--- config.mk ---
export PLATFORM = sky130hd
export DESIGN_NAME = maquina_estados_mc_flat
export DESIGN_NICKNAME = d
export VERILOG_FILES = /design/src/rtl/maquina_estados_mc_pkg.sv /design/src/rtl/maquina_estados_mc_if.sv /design/src/rtl/maquina_estados_mc_decodificador.sv /design/src/rtl/maquina_estados_mc.sv /design/src/flat_wrapper.sv
export SDC_FILE = /design/constraint.sdc
export NUM_CORES = 1
export LEC_CHECK = 0
export BUFFER_PORTS_ARGS = -buffer_cell sky130_fd_sc_hd__buf_2
export CAP_MARGIN = 20
export CELL_PAD_IN_SITES_DETAIL_PLACEMENT = 0
export CELL_PAD_IN_SITES_GLOBAL_PLACEMENT = 1
export CORE_MARGIN = 3
export CORE_UTILIZATION = 34
export CTS_BUF_LIST = sky130_fd_sc_hd__clkbuf_8
export DETAILED_ROUTE_END_ITERATION = 12
export PLACE_DENSITY = 0.95
export SYNTH_ARGS = -nofsm -noshare
export SYNTH_HDL_FRONTEND = slang
export SYNTH_SLANG_ARGS = --single-unit
--- constraint.sdc ---
create_clock -name CLK -period 4.7 [get_ports CLK]
set_input_delay 0 -clock CLK [delete_from_list [all_inputs] [get_ports CLK]]
set_output_delay 0 -clock CLK [all_outputs]
set_load 0.05 [all_outputs]
--- src/rtl/maquina_estados_mc_pkg.sv ---
// Shared definitions for the multicycle control unit: state and class encodings,
// opcodes, ALU operation codes and datapath mux-select codes.
package controle_pkg;

    localparam logic [3:0] ST_RESET    = 4'd0;
    localparam logic [3:0] ST_FETCH    = 4'd1;
    localparam logic [3:0] ST_DECODE   = 4'd2;
    localparam logic [3:0] ST_REG_READ = 4'd3;
    localparam logic [3:0] ST_EXEC     = 4'd4;
    localparam logic [3:0] ST_MEM_WAIT = 4'd5;
    localparam logic [3:0] ST_MEM_RD   = 4'd6;
    localparam logic [3:0] ST_MEM_WR   = 4'd7;
    localparam logic [3:0] ST_WB       = 4'd8;
    localparam logic [3:0] ST_JALR_WB  = 4'd9;
    localparam logic [3:0] ST_HALT     = 4'd10;
    localparam logic [3:0] ST_TRAP     = 4'd11;

    typedef enum logic [3:0] {
        EST_RESET    = ST_RESET,
        EST_FETCH    = ST_FETCH,
        EST_DECODE   = ST_DECODE,
        EST_REG_READ = ST_REG_READ,
        EST_EXEC     = ST_EXEC,
        EST_MEM_WAIT = ST_MEM_WAIT,
        EST_MEM_RD   = ST_MEM_RD,
        EST_MEM_WR   = ST_MEM_WR,
        EST_WB       = ST_WB,
        EST_JALR_WB  = ST_JALR_WB,
        EST_HALT     = ST_HALT,
        EST_TRAP     = ST_TRAP
    } estado_t;

    localparam logic [6:0] OPC_R    = 7'b0110011;
    localparam logic [6:0] OPC_ADDI = 7'b0010011;
    localparam logic [6:0] OPC_LD   = 7'b0000011;
    localparam logic [6:0] OPC_SD   = 7'b0100011;
    localparam logic [6:0] OPC_BR   = 7'b1100011;
    localparam logic [6:0] OPC_LUI  = 7'b0110111;
    localparam logic [6:0] OPC_JAL  = 7'b1101111;
    localparam logic [6:0] OPC_JALR = 7'b1100111;
    localparam logic [6:0] OPC_SYS  = 7'b1110011;

    localparam logic [6:0] F7_BASE = 7'b0000000;
    localparam logic [6:0] F7_ALT  = 7'b0100000;

    localparam logic [2:0] OP_PASS = 3'b000;
    localparam logic [2:0] OP_ADD  = 3'b001;
    localparam logic [2:0] OP_SUB  = 3'b010;
    localparam logic [2:0] OP_AND  = 3'b011;
    localparam logic [2:0] OP_XOR  = 3'b100;

    localparam logic [1:0] MA_PC     = 2'b00;
    localparam logic [1:0] MA_REGA   = 2'b01;
    localparam logic [1:0] MA_PCANT  = 2'b10;
    localparam logic [1:0] MA_ZERO   = 2'b11;
    localparam logic [1:0] MB_REGB   = 2'b00;
    localparam logic [1:0] MB_4      = 2'b01;
    localparam logic [1:0] MB_IMM    = 2'b10;
    localparam logic [1:0] MB_IMM_SH = 2'b11;
    localparam logic [1:0] MD_ALUOUT = 2'b00;
    localparam logic [1:0] MD_MDR    = 2'b01;
    localparam logic [1:0] MD_PC     = 2'b10;
    localparam logic [1:0] PC_ALU    = 2'b00;
    localparam logic [1:0] PC_ALUOUT = 2'b01;

    typedef enum logic [3:0] {
        CL_R, CL_ADDI, CL_LD, CL_SD, CL_BR, CL_LUI, CL_JAL, CL_JALR, CL_EBREAK, CL_ILEGAL
    } classe_t;

    // ALU operation an instruction class uses in EXEC (and keeps on the bus in WB)
    function automatic logic [2:0] op_classe(input classe_t c, input logic [2:0] f3,
                                             input logic [6:0] f7);
        logic [2:0] op;
        op = OP_PASS;
        case (c)
            CL_R: begin
                case (f3)
                    3'b111:  op = OP_AND;
                    3'b100:  op = OP_XOR;
                    default: op = (f7 == F7_ALT) ? OP_SUB : OP_ADD;
                endcase
            end
            CL_ADDI, CL_LUI, CL_LD, CL_SD, CL_JALR: op = OP_ADD;
            CL_BR:   op = OP_SUB;
            default: op = OP_PASS;
        endcase
        return op;
    endfunction

endpackage

--- src/rtl/maquina_estados_mc_if.sv ---
// Bundle between the control unit (master) and the datapath (slave).
interface maquina_estados_mc_if;
    logic [31:0] INSTRUCAO;
    logic        ZERO_ALU;
    logic        MENOR_ALU;
    logic [2:0]  operacao;
    logic [1:0]  SELETOR_MUX_A;
    logic [1:0]  SELETOR_MUX_B;
    logic [1:0]  SELECT_MUX_DATA;
    logic [1:0]  SELETOR_PC;
    logic        WRITE_PC;
    logic        LOAD_IR;
    logic        WR_BANCO_REG;
    logic        WR_ALU_OUT;
    logic        wrDataMem;
    logic        wrDataMemReg;
    logic        write_reg_A;
    logic        write_reg_B;
    logic        reset_wire;
    logic        HALT;
    logic        TRAP;
    logic [3:0]  estado;

    modport master (
        input  INSTRUCAO, ZERO_ALU, MENOR_ALU,
        output operacao, SELETOR_MUX_A, SELETOR_MUX_B, SELECT_MUX_DATA, SELETOR_PC,
               WRITE_PC, LOAD_IR, WR_BANCO_REG, WR_ALU_OUT, wrDataMem, wrDataMemReg,
               write_reg_A, write_reg_B, reset_wire, HALT, TRAP, estado
    );

    modport slave (
        output INSTRUCAO, ZERO_ALU, MENOR_ALU,
        input  operacao, SELETOR_MUX_A, SELETOR_MUX_B, SELECT_MUX_DATA, SELETOR_PC,
               WRITE_PC, LOAD_IR, WR_BANCO_REG, WR_ALU_OUT, wrDataMem, wrDataMemReg,
               write_reg_A, write_reg_B, reset_wire, HALT, TRAP, estado
    );
endinterface

--- src/rtl/maquina_estados_mc_decodificador.sv ---
// Combinational instruction classifier; anything outside the supported subset is ILEGAL.
module decodificador_instr
    import controle_pkg::*;
#(
    parameter bit EN_JUMP = 1'b1
) (
    input  logic [6:0] opcode_i,
    input  logic [2:0] funct3_i,
    input  logic [6:0] funct7_i,
    output classe_t    classe_o
);

    // map opcode/funct fields onto an instruction class
    always_comb begin
        classe_o = CL_ILEGAL;
        case (opcode_i)
            OPC_R: begin
                if ((funct7_i == F7_BASE && (funct3_i == 3'b000 || funct3_i == 3'b111 ||
                                             funct3_i == 3'b100)) ||
                    (funct7_i == F7_ALT && funct3_i == 3'b000))
                    classe_o = CL_R;
            end
            OPC_ADDI: if (funct3_i == 3'b000) classe_o = CL_ADDI;
            OPC_LD:   if (funct3_i == 3'b011) classe_o = CL_LD;
            OPC_SD:   if (funct3_i == 3'b111) classe_o = CL_SD;
            OPC_BR: begin
                if (funct3_i == 3'b000 || funct3_i == 3'b001 ||
                    funct3_i == 3'b100 || funct3_i == 3'b101)
                    classe_o = CL_BR;
            end
            OPC_LUI:  classe_o = CL_LUI;
            OPC_JAL:  if (EN_JUMP) classe_o = CL_JAL;
            OPC_JALR: if (EN_JUMP && funct3_i == 3'b000) classe_o = CL_JALR;
            OPC_SYS:  classe_o = CL_EBREAK;
            default:  classe_o = CL_ILEGAL;
        endcase
    end

endmodule

--- src/rtl/maquina_estados_mc.sv ---
// Multicycle control unit: sequences fetch/decode/execute with a memory-latency
// wait counter, and parks in HALT (ebreak) or TRAP (illegal) until reset.
module maquina_estados_mc
    import controle_pkg::*;
#(
    parameter int unsigned MEM_LAT = 1,
    parameter bit          EN_JUMP = 1'b1
) (
    input logic                 CLK,
    input logic                 RST_N,
    maquina_estados_mc_if.master ctrl
);

    localparam logic [2:0] LAT_M1 = 3'(MEM_LAT - 1);

    estado_t    state_q, state_d;
    logic [2:0] cnt_q, cnt_d;
    classe_t    classe;
    logic [2:0] f3;
    logic [2:0] alu_op;
    logic       taken;

    assign f3 = ctrl.INSTRUCAO[14:12];

    decodificador_instr #(.EN_JUMP(EN_JUMP)) u_dec (
        .opcode_i (ctrl.INSTRUCAO[6:0]),
        .funct3_i (f3),
        .funct7_i (ctrl.INSTRUCAO[31:25]),
        .classe_o (classe)
    );

    assign alu_op      = op_classe(classe, f3, ctrl.INSTRUCAO[31:25]);
    assign ctrl.estado = state_q;

    // branch condition from the flags of the current (EXEC) cycle
    always_comb begin
        case (f3)
            3'b000:  taken = ctrl.ZERO_ALU;
            3'b001:  taken = !ctrl.ZERO_ALU;
            3'b100:  taken = ctrl.MENOR_ALU;
            3'b101:  taken = !ctrl.MENOR_ALU;
            default: taken = 1'b0;
        endcase
    end

    // state and wait-counter registers; reset forces RESET at once
    always_ff @(posedge CLK or negedge RST_N) begin
        if (!RST_N) begin
            state_q <= EST_RESET;
            cnt_q   <= '0;
        end else begin
            state_q <= state_d;
            cnt_q   <= cnt_d;
        end
    end

    // next state; counter reloads whenever FETCH or MEM_WAIT is entered
    always_comb begin
        state_d = state_q;
        case (state_q)
            EST_RESET:    state_d = EST_FETCH;
            EST_FETCH:    if (cnt_q == 3'd0) state_d = EST_DECODE;
            EST_DECODE:   state_d = EST_REG_READ;
            EST_REG_READ: begin
                if (classe == CL_ILEGAL)      state_d = EST_TRAP;
                else if (classe == CL_EBREAK) state_d = EST_HALT;
                else                          state_d = EST_EXEC;
            end
            EST_EXEC: begin
                case (classe)
                    CL_LD:          state_d = EST_MEM_WAIT;
                    CL_SD:          state_d = EST_MEM_WR;
                    CL_JALR:        state_d = EST_JALR_WB;
                    CL_BR, CL_JAL:  state_d = EST_FETCH;
                    default:        state_d = EST_WB;
                endcase
            end
            EST_MEM_WAIT: if (cnt_q == 3'd0) state_d = EST_MEM_RD;
            EST_MEM_RD:   state_d = EST_WB;
            EST_MEM_WR, EST_WB, EST_JALR_WB: state_d = EST_FETCH;
            EST_HALT:     state_d = EST_HALT;
            EST_TRAP:     state_d = EST_TRAP;
            default:      state_d = EST_RESET;
        endcase

        cnt_d = (cnt_q == 3'd0) ? cnt_q : cnt_q - 3'd1;
        if (state_d != state_q && (state_d == EST_FETCH || state_d == EST_MEM_WAIT))
            cnt_d = LAT_M1;
    end

    // Moore-style control outputs; everything defaults low in every state
    always_comb begin
        ctrl.operacao        = OP_PASS;
        ctrl.SELETOR_MUX_A   = MA_PC;
        ctrl.SELETOR_MUX_B   = MB_REGB;
        ctrl.SELECT_MUX_DATA = MD_ALUOUT;
        ctrl.SELETOR_PC      = PC_ALU;
        ctrl.WRITE_PC        = 1'b0;
        ctrl.LOAD_IR         = 1'b0;
        ctrl.WR_BANCO_REG    = 1'b0;
        ctrl.WR_ALU_OUT      = 1'b0;
        ctrl.wrDataMem       = 1'b0;
        ctrl.wrDataMemReg    = 1'b0;
        ctrl.write_reg_A     = 1'b0;
        ctrl.write_reg_B     = 1'b0;
        ctrl.reset_wire      = 1'b0;
        ctrl.HALT            = 1'b0;
        ctrl.TRAP            = 1'b0;
        case (state_q)
            EST_RESET: ctrl.reset_wire = 1'b1;
            EST_DECODE: begin
                ctrl.LOAD_IR       = 1'b1;
                ctrl.WRITE_PC      = 1'b1;
                ctrl.SELETOR_MUX_A = MA_PC;
                ctrl.SELETOR_MUX_B = MB_4;
                ctrl.operacao      = OP_ADD;
                ctrl.SELETOR_PC    = PC_ALU;
            end
            EST_REG_READ: begin
                ctrl.write_reg_A   = 1'b1;
                ctrl.write_reg_B   = 1'b1;
                ctrl.WR_ALU_OUT    = 1'b1;
                ctrl.SELETOR_MUX_A = MA_PCANT;
                ctrl.SELETOR_MUX_B = MB_IMM_SH;
                ctrl.operacao      = OP_ADD;
            end
            EST_EXEC: begin
                ctrl.operacao = alu_op;
                case (classe)
                    CL_R: begin
                        ctrl.SELETOR_MUX_A = MA_REGA;
                        ctrl.SELETOR_MUX_B = MB_REGB;
                        ctrl.WR_ALU_OUT    = 1'b1;
                    end
                    CL_ADDI, CL_LD, CL_SD, CL_JALR: begin
                        ctrl.SELETOR_MUX_A = MA_REGA;
                        ctrl.SELETOR_MUX_B = MB_IMM;
                        ctrl.WR_ALU_OUT    = 1'b1;
                    end
                    CL_LUI: begin
                        ctrl.SELETOR_MUX_A = MA_ZERO;
                        ctrl.SELETOR_MUX_B = MB_IMM;
                        ctrl.WR_ALU_OUT    = 1'b1;
                    end
                    CL_BR: begin
                        ctrl.SELETOR_MUX_A = MA_REGA;
                        ctrl.SELETOR_MUX_B = MB_REGB;
                        if (taken) begin
                            ctrl.WRITE_PC   = 1'b1;
                            ctrl.SELETOR_PC = PC_ALUOUT;
                        end
                    end
                    CL_JAL: begin
                        ctrl.WR_BANCO_REG    = 1'b1;
                        ctrl.SELECT_MUX_DATA = MD_PC;
                        ctrl.WRITE_PC        = 1'b1;
                        ctrl.SELETOR_PC      = PC_ALUOUT;
                    end
                    default: ;
                endcase
            end
            EST_MEM_RD: ctrl.wrDataMemReg = 1'b1;
            EST_MEM_WR: ctrl.wrDataMem    = 1'b1;
            EST_WB: begin
                ctrl.WR_BANCO_REG    = 1'b1;
                ctrl.operacao        = alu_op;
                ctrl.SELECT_MUX_DATA = (classe == CL_LD) ? MD_MDR : MD_ALUOUT;
            end
            EST_JALR_WB: begin
                ctrl.WR_BANCO_REG    = 1'b1;
                ctrl.SELECT_MUX_DATA = MD_PC;
                ctrl.WRITE_PC        = 1'b1;
                ctrl.SELETOR_PC      = PC_ALUOUT;
            end
            EST_HALT: ctrl.HALT = 1'b1;
            EST_TRAP: ctrl.TRAP = 1'b1;
            default: ;
        endcase
    end

endmodule

--- src/flat_wrapper.sv ---
// flat-port wrapper written by rule: the top's interface ports become plain ports
module maquina_estados_mc_flat import controle_pkg::*;
#(
    parameter int unsigned MEM_LAT = 1,
    parameter bit          EN_JUMP = 1'b1
)
  (CLK, RST_N, ctrl_INSTRUCAO, ctrl_ZERO_ALU, ctrl_MENOR_ALU, ctrl_operacao, ctrl_SELETOR_MUX_A, ctrl_SELETOR_MUX_B, ctrl_SELECT_MUX_DATA, ctrl_SELETOR_PC, ctrl_WRITE_PC, ctrl_LOAD_IR, ctrl_WR_BANCO_REG, ctrl_WR_ALU_OUT, ctrl_wrDataMem, ctrl_wrDataMemReg, ctrl_write_reg_A, ctrl_write_reg_B, ctrl_reset_wire, ctrl_HALT, ctrl_TRAP, ctrl_estado);
  maquina_estados_mc_if ctrl_i ();
  input logic CLK;
  input logic RST_N;
  input wire logic [$bits(ctrl_i.INSTRUCAO)-1:0] ctrl_INSTRUCAO;
  input wire logic [$bits(ctrl_i.ZERO_ALU)-1:0] ctrl_ZERO_ALU;
  input wire logic [$bits(ctrl_i.MENOR_ALU)-1:0] ctrl_MENOR_ALU;
  output wire logic [$bits(ctrl_i.operacao)-1:0] ctrl_operacao;
  output wire logic [$bits(ctrl_i.SELETOR_MUX_A)-1:0] ctrl_SELETOR_MUX_A;
  output wire logic [$bits(ctrl_i.SELETOR_MUX_B)-1:0] ctrl_SELETOR_MUX_B;
  output wire logic [$bits(ctrl_i.SELECT_MUX_DATA)-1:0] ctrl_SELECT_MUX_DATA;
  output wire logic [$bits(ctrl_i.SELETOR_PC)-1:0] ctrl_SELETOR_PC;
  output wire logic [$bits(ctrl_i.WRITE_PC)-1:0] ctrl_WRITE_PC;
  output wire logic [$bits(ctrl_i.LOAD_IR)-1:0] ctrl_LOAD_IR;
  output wire logic [$bits(ctrl_i.WR_BANCO_REG)-1:0] ctrl_WR_BANCO_REG;
  output wire logic [$bits(ctrl_i.WR_ALU_OUT)-1:0] ctrl_WR_ALU_OUT;
  output wire logic [$bits(ctrl_i.wrDataMem)-1:0] ctrl_wrDataMem;
  output wire logic [$bits(ctrl_i.wrDataMemReg)-1:0] ctrl_wrDataMemReg;
  output wire logic [$bits(ctrl_i.write_reg_A)-1:0] ctrl_write_reg_A;
  output wire logic [$bits(ctrl_i.write_reg_B)-1:0] ctrl_write_reg_B;
  output wire logic [$bits(ctrl_i.reset_wire)-1:0] ctrl_reset_wire;
  output wire logic [$bits(ctrl_i.HALT)-1:0] ctrl_HALT;
  output wire logic [$bits(ctrl_i.TRAP)-1:0] ctrl_TRAP;
  output wire logic [$bits(ctrl_i.estado)-1:0] ctrl_estado;
  assign ctrl_i.INSTRUCAO = ctrl_INSTRUCAO;
  assign ctrl_i.ZERO_ALU = ctrl_ZERO_ALU;
  assign ctrl_i.MENOR_ALU = ctrl_MENOR_ALU;
  assign ctrl_operacao = ctrl_i.operacao;
  assign ctrl_SELETOR_MUX_A = ctrl_i.SELETOR_MUX_A;
  assign ctrl_SELETOR_MUX_B = ctrl_i.SELETOR_MUX_B;
  assign ctrl_SELECT_MUX_DATA = ctrl_i.SELECT_MUX_DATA;
  assign ctrl_SELETOR_PC = ctrl_i.SELETOR_PC;
  assign ctrl_WRITE_PC = ctrl_i.WRITE_PC;
  assign ctrl_LOAD_IR = ctrl_i.LOAD_IR;
  assign ctrl_WR_BANCO_REG = ctrl_i.WR_BANCO_REG;
  assign ctrl_WR_ALU_OUT = ctrl_i.WR_ALU_OUT;
  assign ctrl_wrDataMem = ctrl_i.wrDataMem;
  assign ctrl_wrDataMemReg = ctrl_i.wrDataMemReg;
  assign ctrl_write_reg_A = ctrl_i.write_reg_A;
  assign ctrl_write_reg_B = ctrl_i.write_reg_B;
  assign ctrl_reset_wire = ctrl_i.reset_wire;
  assign ctrl_HALT = ctrl_i.HALT;
  assign ctrl_TRAP = ctrl_i.TRAP;
  assign ctrl_estado = ctrl_i.estado;
  maquina_estados_mc #(.MEM_LAT(MEM_LAT), .EN_JUMP(EN_JUMP)) u_core (.CLK(CLK), .RST_N(RST_N), .ctrl(ctrl_i));
endmodule
# Word level (Yosys, flattened, before mapping)
# Index checks and enable logic that the tools add are counted.
# word_totals
ff_bits	7
word_cells	112
output_inout_bits	26
# classes
n_reduce_logical	26
mux	44
n_addsub	1
n_eq_ne	39
# op_table
operator	n
one-hot mux 4 bit (9 select lines)	2
two-way mux 4 bit	10
equality test 4 x 3 -> 1 bit, second input constant	9
equality test 7 x 6 -> 1 bit, second input constant	4
equality test 7 bit, second input constant	4
equality test 4 bit, second input constant	6
equality test 4 x 2 -> 1 bit, second input constant	4
one-hot mux 2 bit (2 select lines)	4
one-hot mux 4 bit (4 select lines)	1
equality test 4 x 1 -> 1 bit, second input constant	3
two-way mux 1 bit	12
one-hot mux 2 bit (3 select lines)	2
one-hot mux 3 bit (2 select lines)	2
OR reduction 6 bit	2
OR reduction 2 bit	5
equality test 3 bit, second input constant	3
one-hot mux 3 bit (3 select lines)	1
zero test 4 bit	2
one-hot mux 1 bit (2 select lines)	4
equality test 7 x 2 -> 1 bit, second input constant	1
equality test 7 x 5 -> 1 bit, second input constant	1
zero test 7 bit	1
logical OR 1 bit	7
zero test 3 bit	2
12 further kinds	18

# Depth between registers and ports, before layout
# Gate-level depths: netlist (run 1).
# logic_depth
ltp_word	15
ltp_mapped	8
depth_no_buf	8

# Cells and area by module
# Synthesis (run 1) repeated with hierarchy kept, for this count alone.
# hier_totals
hier_cells	160
area_unflattened_um2	1142.3
# by_module_without_submodules
module	n_inst	cells_each	area_per_inst_um2	seq_area_each_um2
maquina_estados_mc	1	113	837.1	175.2
decodificador_instr	1	47	305.3	0.0

# Least setup slack after synthesis (run 1)
# No wires, ideal clock.
# synth_path
path_kind	reg-to-output
from	register u_core.state_q[3] (netlist: u_core.ctrl.estado[3])
to	output ctrl_SELETOR_MUX_B[1]
t_arrival_ns	2.599
setup_slack_ns	2.101
required_time_ns	4.700
path_buffers	1
stages_incl_launch_ff	6
path_cell_list	dfrtp_1 -> clkbuf_1 -> nand2b_1 -> nor3_1 -> nand2_1 -> o31ai_1
# synth_between
elab_chain_len	2
word_cells_on_any_way	4
# synth_lines
item	line	text
from (decl)	maquina_estados_mc.sv:16	estado_t state_q, state_d;
from (signal assigned)	maquina_estados_mc.sv:52	state_q <= state_d;
equality test 4 x 3 -> 1 bit or equality test 4 x 2 -> 1 bit (tied branches)	maquina_estados_mc.sv:109	case (state_q)
one-hot mux 2 bit (3 select lines) (*)	maquina_estados_mc.sv:109	
to (decl)	flat_wrapper.sv:16	output wire logic [$bits(ctrl_i.SELETOR_MUX_B)-1:0] ctrl_SELETOR_MUX_B;
# Every way passes the cells marked *; elsewhere a longest branch is shown, timed or not.

# Worst setup path in the final report (run 1)
# layout_path
from	input ctrl_INSTRUCAO[5]
to	output ctrl_operacao[2]
# layout_between
elab_chain_len	6
word_cells_on_any_way	20
# layout_lines
item	line	text
from (decl)	flat_wrapper.sv:11	input wire logic [$bits(ctrl_i.INSTRUCAO)-1:0] ctrl_INSTRUCAO;
equality test 7 bit, or another cell as far along	maquina_estados_mc_decodificador.sv:16	case (opcode_i)
one-hot mux 4 bit (9 select lines) (*)	maquina_estados_mc_decodificador.sv:16	
equality test 4 x 1 -> 1 bit, or another cell as far along	maquina_estados_mc_pkg.sv:75	case (c)
OR reduction 5 bit (no line)	-	
one-hot mux 3 bit (3 select lines) (*)	maquina_estados_mc_pkg.sv:75	
one-hot mux 3 bit (2 select lines) (*)	maquina_estados_mc.sv:109	
to (decl)	flat_wrapper.sv:14	output wire logic [$bits(ctrl_i.operacao)-1:0] ctrl_operacao;
# Marked as above.

==> results of run 1 <==
-- per-layer routing --
metal | track usage [%] | vias to the layer above
met2 | 24.8 | 45
met3 | 3.40 | 2
met1 | 23.3 | 666
met5 | 0 | -
li1 | - | 730
met4 | 3.55 | 0
-- final cells by class --
class	count	area (um2)	share of cell area [%]
flip-flops and latches	7	175	11.8
clock buffers	3	41.3	2.77
well taps	46	57.6	3.87
multi-input cells	149	950	63.8
repair buffers	46	235	15.8
inverters	7	26.3	1.76
clock inverters	1	3.75	0.252
-- repair_timing --
action                                 CTS  global route
setup endpoints to repair                0             0
resized for setup                        0             0
hold buffers                             1             0
endpoints found under the hold margin    7             0
-- through the flow --
stage	setup WS [ps]	utilization (%)	power (uW)
2_1_floorplan	2100	-	593
3_3_place_gp	2520	42.3	698
3_5_place_dp	2530	42.3	702
4_1_cts	2520	43.9	790
5_1_grt	2370	43.9	846
6_report	2500	43.9	786
-- worst max-delay path by stage --
stage / endpoint / slack, ps / depth (start not counted)
floorplan: ctrl_SELETOR_MUX_B[1] / 2100 / 5
global placement: ctrl_operacao[2] / 2520 / 8
detailed placement: ctrl_operacao[2] / 2530 / 8
CTS: ctrl_operacao[2] / 2520 / 8
global route: ctrl_operacao[2] / 2370 / 8
finish: ctrl_operacao[2] / 2500 / 8
-- state kept, by name, indices dropped and copies added, names as in the netlist --
register            cells
u_core.cnt_q            3
u_core.ctrl.estado      4
-- critical path, delay by kind of cell --
kind | cells | cell delay, ps
buffers and inverters | 2 | 460
AOI/OAI and AO/OA | 1 | 160
and+or+nand+nor | 5 | 1580
-- power by group --
group / internal (uW) / switching, uW
registers: 87.0 / 49.6
logic: 157 / 409
clock network: 56.5 / 27.2
total: 301 / 485
-- layout by cell type (no fill, tap or decap), types with 5 or more instances in the layout --
master	Yosys	layout
inv_1	7	8
buf_2	5	45
nor3_1	7	7
nand2b_1	10	10
nor2_1	20	20
nand2_1	15	15
o21ai_0	7	7
a21oi_1	15	15
nand3_1	5	5
dfrtp_1	7	7
or3_1	6	6
-- logic make-up (layout without fill, tap and decap cells) --
| group | count (synthesis) | in the layout | synth area share [%] |
|---|---|---|---|
| compound gates | 53 | 53 | 32.2 |
| fa+ha+maj | 2 | 2 | 2.05 |
| simple gates | 88 | 88 | 39.4 |
| xor+xnor | 3 | 3 | 2.15 |
| mux | 2 | 2 | 1.64 |
| buf+inv | 20 | 57 | 7.89 |
| flops | 7 | 7 | 14.3 |
| other cells | 1 | 1 | 0.307 |
==> results by group, run 1 <==
Timing
  – Fin. max-slew vios: 0
  – Tcrit/Tclk final: a little under half
  – Clock Skews: 2.04 ps
  – RSZ-0062 raised after global routing: no
  – Hold WS: approximately 130 ps
  – Setup violators final: 0
  – Setup TNS: 0 ps
  – Min Tclk post-route: between 2000 and 2500 ps
  – Worst-margin pin slew: 696 ps
  – Max_slew headroom: 52.4%
  – Endpoints failing hold: 0
  – Fmax: 0.455 GHz

Hold path
  – Hold Crit Class: primary input to asynchronous set/reset pin

Detailed routing
  – Max layer used: met4
  – Routed wire length per instance: around 13 um
  – Vias per Instance: approximately 5.6
  – DR WL met2: 1520 um
  – DRT antenna net count: 0
  – Metal3 WL: 245 um
  – WL met1: ~1700 um
  – First-pass detailed-route iteration total: 4
  – DR vias: approximately 1400
  – Post-route DRC: 0
  – Drt total wl: approximately 3500 um
  – 1st-iter DRT viols: 99

Cells and area
  – Final #Nets: ~250
  – Layout cells sized above 1: 26.3%
  – Area Overhead vs Synth: 21.9%
  – Post-route cell area: 1490 um2
  – Filler Cell Count: 360
  – Number of antenna cells inserted: 0
  – Post-Layout Cell Count: 259

CTS
  – Longest Clk Path Bufs: 2
  – CTS tree: done
  – H-tree depth: 1
  – Post-CTS Setup Inserts: 0
  – Clock tree root driver cell: clkbuf_8
  – TritonCTS Buffers: 3
  – Clk_lat worst skew: approximately 230 ps
  – Clock slew at reported path FFs: 40 ps
  – Clock sink count: 7

Synth
  – Post-synth cell types: between 50 and 60
  – FFs w/ async S/R, synth: 100%
  – Post-synth top flop: dfrtp_1
  – Post-Syn Area: 1220 um2
  – Area leader, netlist: dfrtp_1
  – Syn. warnings: 0
  – Yosys top cell area share: between 10% and 20%
  – Top cells by count, synth: nor2_1 (20), a21oi_1 (15), nand2_1 (15)
  – Cells after Synth: between 150 and 200
  – #FFs+latches synth: 7
  – Syn_nets: 214
  – Post-synthesis sequential area ratio: between 10% and 20%
  – Most common cell in the netlist: nor2_1
  – Top post-synthesis cells by area: dfrtp_1 (14%), a21oi_1 (6.1%), nor2_1 (6.1%)
  – Post-Syn Area per Cell: slightly below 7 um2
  – EDFF count, synth: 0

Setup path
  – Critical path's slowest cell: or3_1
  – CP cell instances: buf_2 -> nand3_1 -> nor3_1 -> o32ai_1 -> or3_1 -> or3_1 -> nor3_2 -> buf_2
  – Worst EP arrival: around 2200 ps
  – Reg2Reg Depth: 5
  – CP peak stage delay: roughly 490 ps
  – Reg-to-reg setup timing slack: ~2700 ps
  – Critical path class: primary input to output port
  – Critical Path Source: ctrl_INSTRUCAO[5]
  – Crit-path max FO: 10
  – Crit path required time: about 4700 ps
  – Reg-to-Reg Start: u_core.ctrl.estado[3]
  – Crit. End Element: output port
  – RR Endpoint: u_core.cnt_q[0]
  – Startpoint Class: primary input

Die
  – Initial core utilization: 36.0%
  – Core Area: 3390 um2
  – Vert. Die Dim: roughly 66 um
  – Die X: ~66 um
  – Die area: 4350 um2
  – Number of cell rows: 21
  – Top Ports: 62

Flow run
  – MaxCap Viol Count: 0

Global routing
  – GRT Resource Usage Total: between 10% and 20%
  – Total global routing overflow: 0
  – Initial antenna violation count: 0
  – First-pass GRT wire length: around 5600 um
  – Pin count of the biggest net entering global routing: 18
  – Vias in the first global route: 1258

Placement
  – PortBufs: 45
  – Post-Place Cells: between 200 and 300
  – Detail Placement HPWL: ~2700 um
  – Placed Area: between 1000 and 1500 um2
  – GP Congestion: ~0.82

Outcome
  – Status: finished, final reports clean

Power and ir drop
  – Cell area power density: between 500 and 600 nW/um2
  – Max IR drop VDD: 0.000323 V
  – Static Leak: ~0.00069 uW
Note: power is estimated with default switching activity, not from simulation.
==> inputs of run 2 (changes only) <==
--- a/config.mk
+++ b/config.mk
@@ -10,10 +10,10 @@
 export CELL_PAD_IN_SITES_DETAIL_PLACEMENT = 0
 export CELL_PAD_IN_SITES_GLOBAL_PLACEMENT = 1
 export CORE_MARGIN = 3
-export CORE_UTILIZATION = 34
+export CORE_UTILIZATION = 32
 export CTS_BUF_LIST = sky130_fd_sc_hd__clkbuf_8
 export DETAILED_ROUTE_END_ITERATION = 12
-export PLACE_DENSITY = 0.95
+export PLACE_DENSITY = 0.94
 export SYNTH_ARGS = -nofsm -noshare
 export SYNTH_HDL_FRONTEND = slang
 export SYNTH_SLANG_ARGS = --single-unit
==> constraint.sdc (replaced) <==
create_clock -name CLK -period 2.17 [get_ports CLK]
set_input_delay 0 -clock CLK [delete_from_list [all_inputs] [get_ports CLK]]
set_output_delay 0 -clock CLK [all_outputs]
set_load 0.05 [all_outputs]
==> run 2 against run 1 <==
  * Global-route usage grew 0.26 points
  * Sequential share of layout area shrank 0.79 points
  * Die area rose by 5.7%
  * Critical endpoint unchanged
==> results by group, run 2 (synthesis results as in run 1) <==
Outcome
  – Status: finished, final reports clean

Timing
  – Clock Skews: approximately 2.8 ps
  – Max_slew headroom: roughly three fifths
  – Tcrit/Tclk final: between 90% and 100%
  – Fmax: around 0.5 GHz
  – Fin. max-slew vios: 0
  – Worst-margin pin slew: 578 ps
  – Endpoints failing hold: 0
  – Hold WS: between 100 and 150 ps
  – Setup TNS: 0 ps
  – RSZ-0062 raised after global routing: no
  – Min Tclk post-route: about 2000 ps
  – Setup violators final: 0

Detailed routing
  – Drt total wl: 3660 um
  – First-pass detailed-route iteration total: 4
  – Post-route DRC: 0
  – Vias per Instance: about 5.6
  – DRT antenna net count: 0
  – DR vias: roughly 1500
  – Routed wire length per instance: ~14 um
  – 1st-iter DRT viols: 99

Setup path
  – Reg-to-reg setup timing slack: around 300 ps
  – Crit. End Element: output port
  – Reg-to-Reg Start: u_core.ctrl.estado[2]
  – Worst EP arrival: slightly above 2000 ps
  – Startpoint Class: primary input
  – Crit path required time: between 2000 and 2500 ps
  – Critical path class: primary input to output port
  – RR Endpoint: u_core.cnt_q[0]
  – Reg2Reg Depth: 6
  – Crit-path max FO: 10

Die
  – Vert. Die Dim: 67.8 um
  – Initial core utilization: roughly a third
  – Top Ports: just over 60
  – Die area: ~4600 um2
  – Die X: around 68 um
  – Number of cell rows: 21
  – Core Area: between 3000 and 4000 um2

CTS
  – Clk_lat worst skew: about 230 ps
  – Longest Clk Path Bufs: 2
  – Clock sink count: 7
  – CTS tree: done
  – Clock tree root driver cell: clkbuf_8
  – Post-CTS Setup Inserts: 0
  – Clock slew at reported path FFs: roughly 40 ps
  – TritonCTS Buffers: 3
  – H-tree depth: 1

Global routing
  – First-pass GRT wire length: roughly 6100 um
  – Total global routing overflow: 0
  – Initial antenna violation count: 0
  – GRT Resource Usage Total: around 16%
  – Pin count of the biggest net entering global routing: 12
  – Vias in the first global route: between 1000 and 1500

Placement
  – Placed Area: around 1500 um2
  – Post-Place Cells: 262
  – PortBufs: 45
  – GP Congestion: between 0.9 and 1
  – Detail Placement HPWL: 2870 um

Cells and area
  – Post-route cell area: around 1600 um2
  – Post-Layout Cell Count: between 200 and 300
  – Final Util: between 40% and 50%
  – Most frequent cells in the layout: buf_2 (43), nor2_1 (19), nand2_1 (15)
  – Number of antenna cells inserted: 0
  – Area Overhead vs Synth: 30.7%
  – Final #Nets: 260
  – Most common cell after layout, fill and taps aside: buf_2
  – Max reg flops: 4
  – Layout cells sized above 1: between 30% and 40%

Power and ir drop
  – Cell area power density: about 1100 nW/um2
  – Static Leak: ~0.00075 uW
  – Max IR drop VDD: 0.000808 V

Hold path
  – Hold Crit Class: primary input to asynchronous set/reset pin

Flow run
  – MaxCap Viol Count: 0
==> run 2: changes by cell type in the layout (fill, tap and decap cells not counted), sizes merged <==
cell,previous run,this run
clkbuf,3,5
buf,45,51
==> run 2: per-stage QoR <==
| step | total power, uW | setup slack, ps |
|---|---|---|
| after floorplan | 1290 | -366 |
| after global placement | 1570 | 93.5 |
| after detailed placement | 1580 | 82.8 |
| after CTS | 1770 | 76.8 |
| after global routing | 1910 | 15.8 |
| final | 1770 | 143 |
==> run 2: how the worst max path moves through the flow <==
stage                                     start          endpoint  cells after the start
final                         ctrl_INSTRUCAO[4]  ctrl_operacao[2]                      8
after global routing          ctrl_INSTRUCAO[2]  ctrl_operacao[2]                      8
after CTS                     ctrl_INSTRUCAO[5]  ctrl_operacao[2]                      8
after floorplan           u_core.ctrl.estado[1]     ctrl_WRITE_PC                      3
after global placement        ctrl_INSTRUCAO[2]  ctrl_operacao[2]                      8
after detailed placement      ctrl_INSTRUCAO[5]  ctrl_operacao[2]                      8
==> run 2: routing by layer <==
layer | vias up | part of all wire, % | track usage (%)
li1 | 744 | - | -
met1 | 674 | 46 | 24.6
met4 | 0 | 0.27 | 1.49
met3 | 2 | 8.7 | 2.66
met5 | - | 0 | 0
met2 | 84 | 45 | 25.6
==> run 2: report_power, final <==
group,internal [uW],switching [uW]
clock network,122,54.7
logic,381,970
registers,189,54.9
==> run 2: worst max-delay path, stage by stage <==
cell,delay (ps)
buf_2,170
or2b_2,170
a2bb2o_4,210
o2111a_1,270
or3_1,340
or3_1,420
nor3_4,190
clkbuf_4,250
==> run 2: repair_timing <==
item / in CTS / in global routing
resized for setup: 0 / 6
setup endpoints to repair: 0 / 2
hold buffers: 1 / 0
endpoints found under the hold margin: 7 / 0
==> run 2: cell type report <==
cell class              count  area (um2)
multi-input cells         149         992
inverters                   7        26.3
fillers                   355        1900
repair buffers             54         300
clock inverters             1        3.75
clock buffers               3        41.3
well taps                  46        57.6
flip-flops and latches      7         175
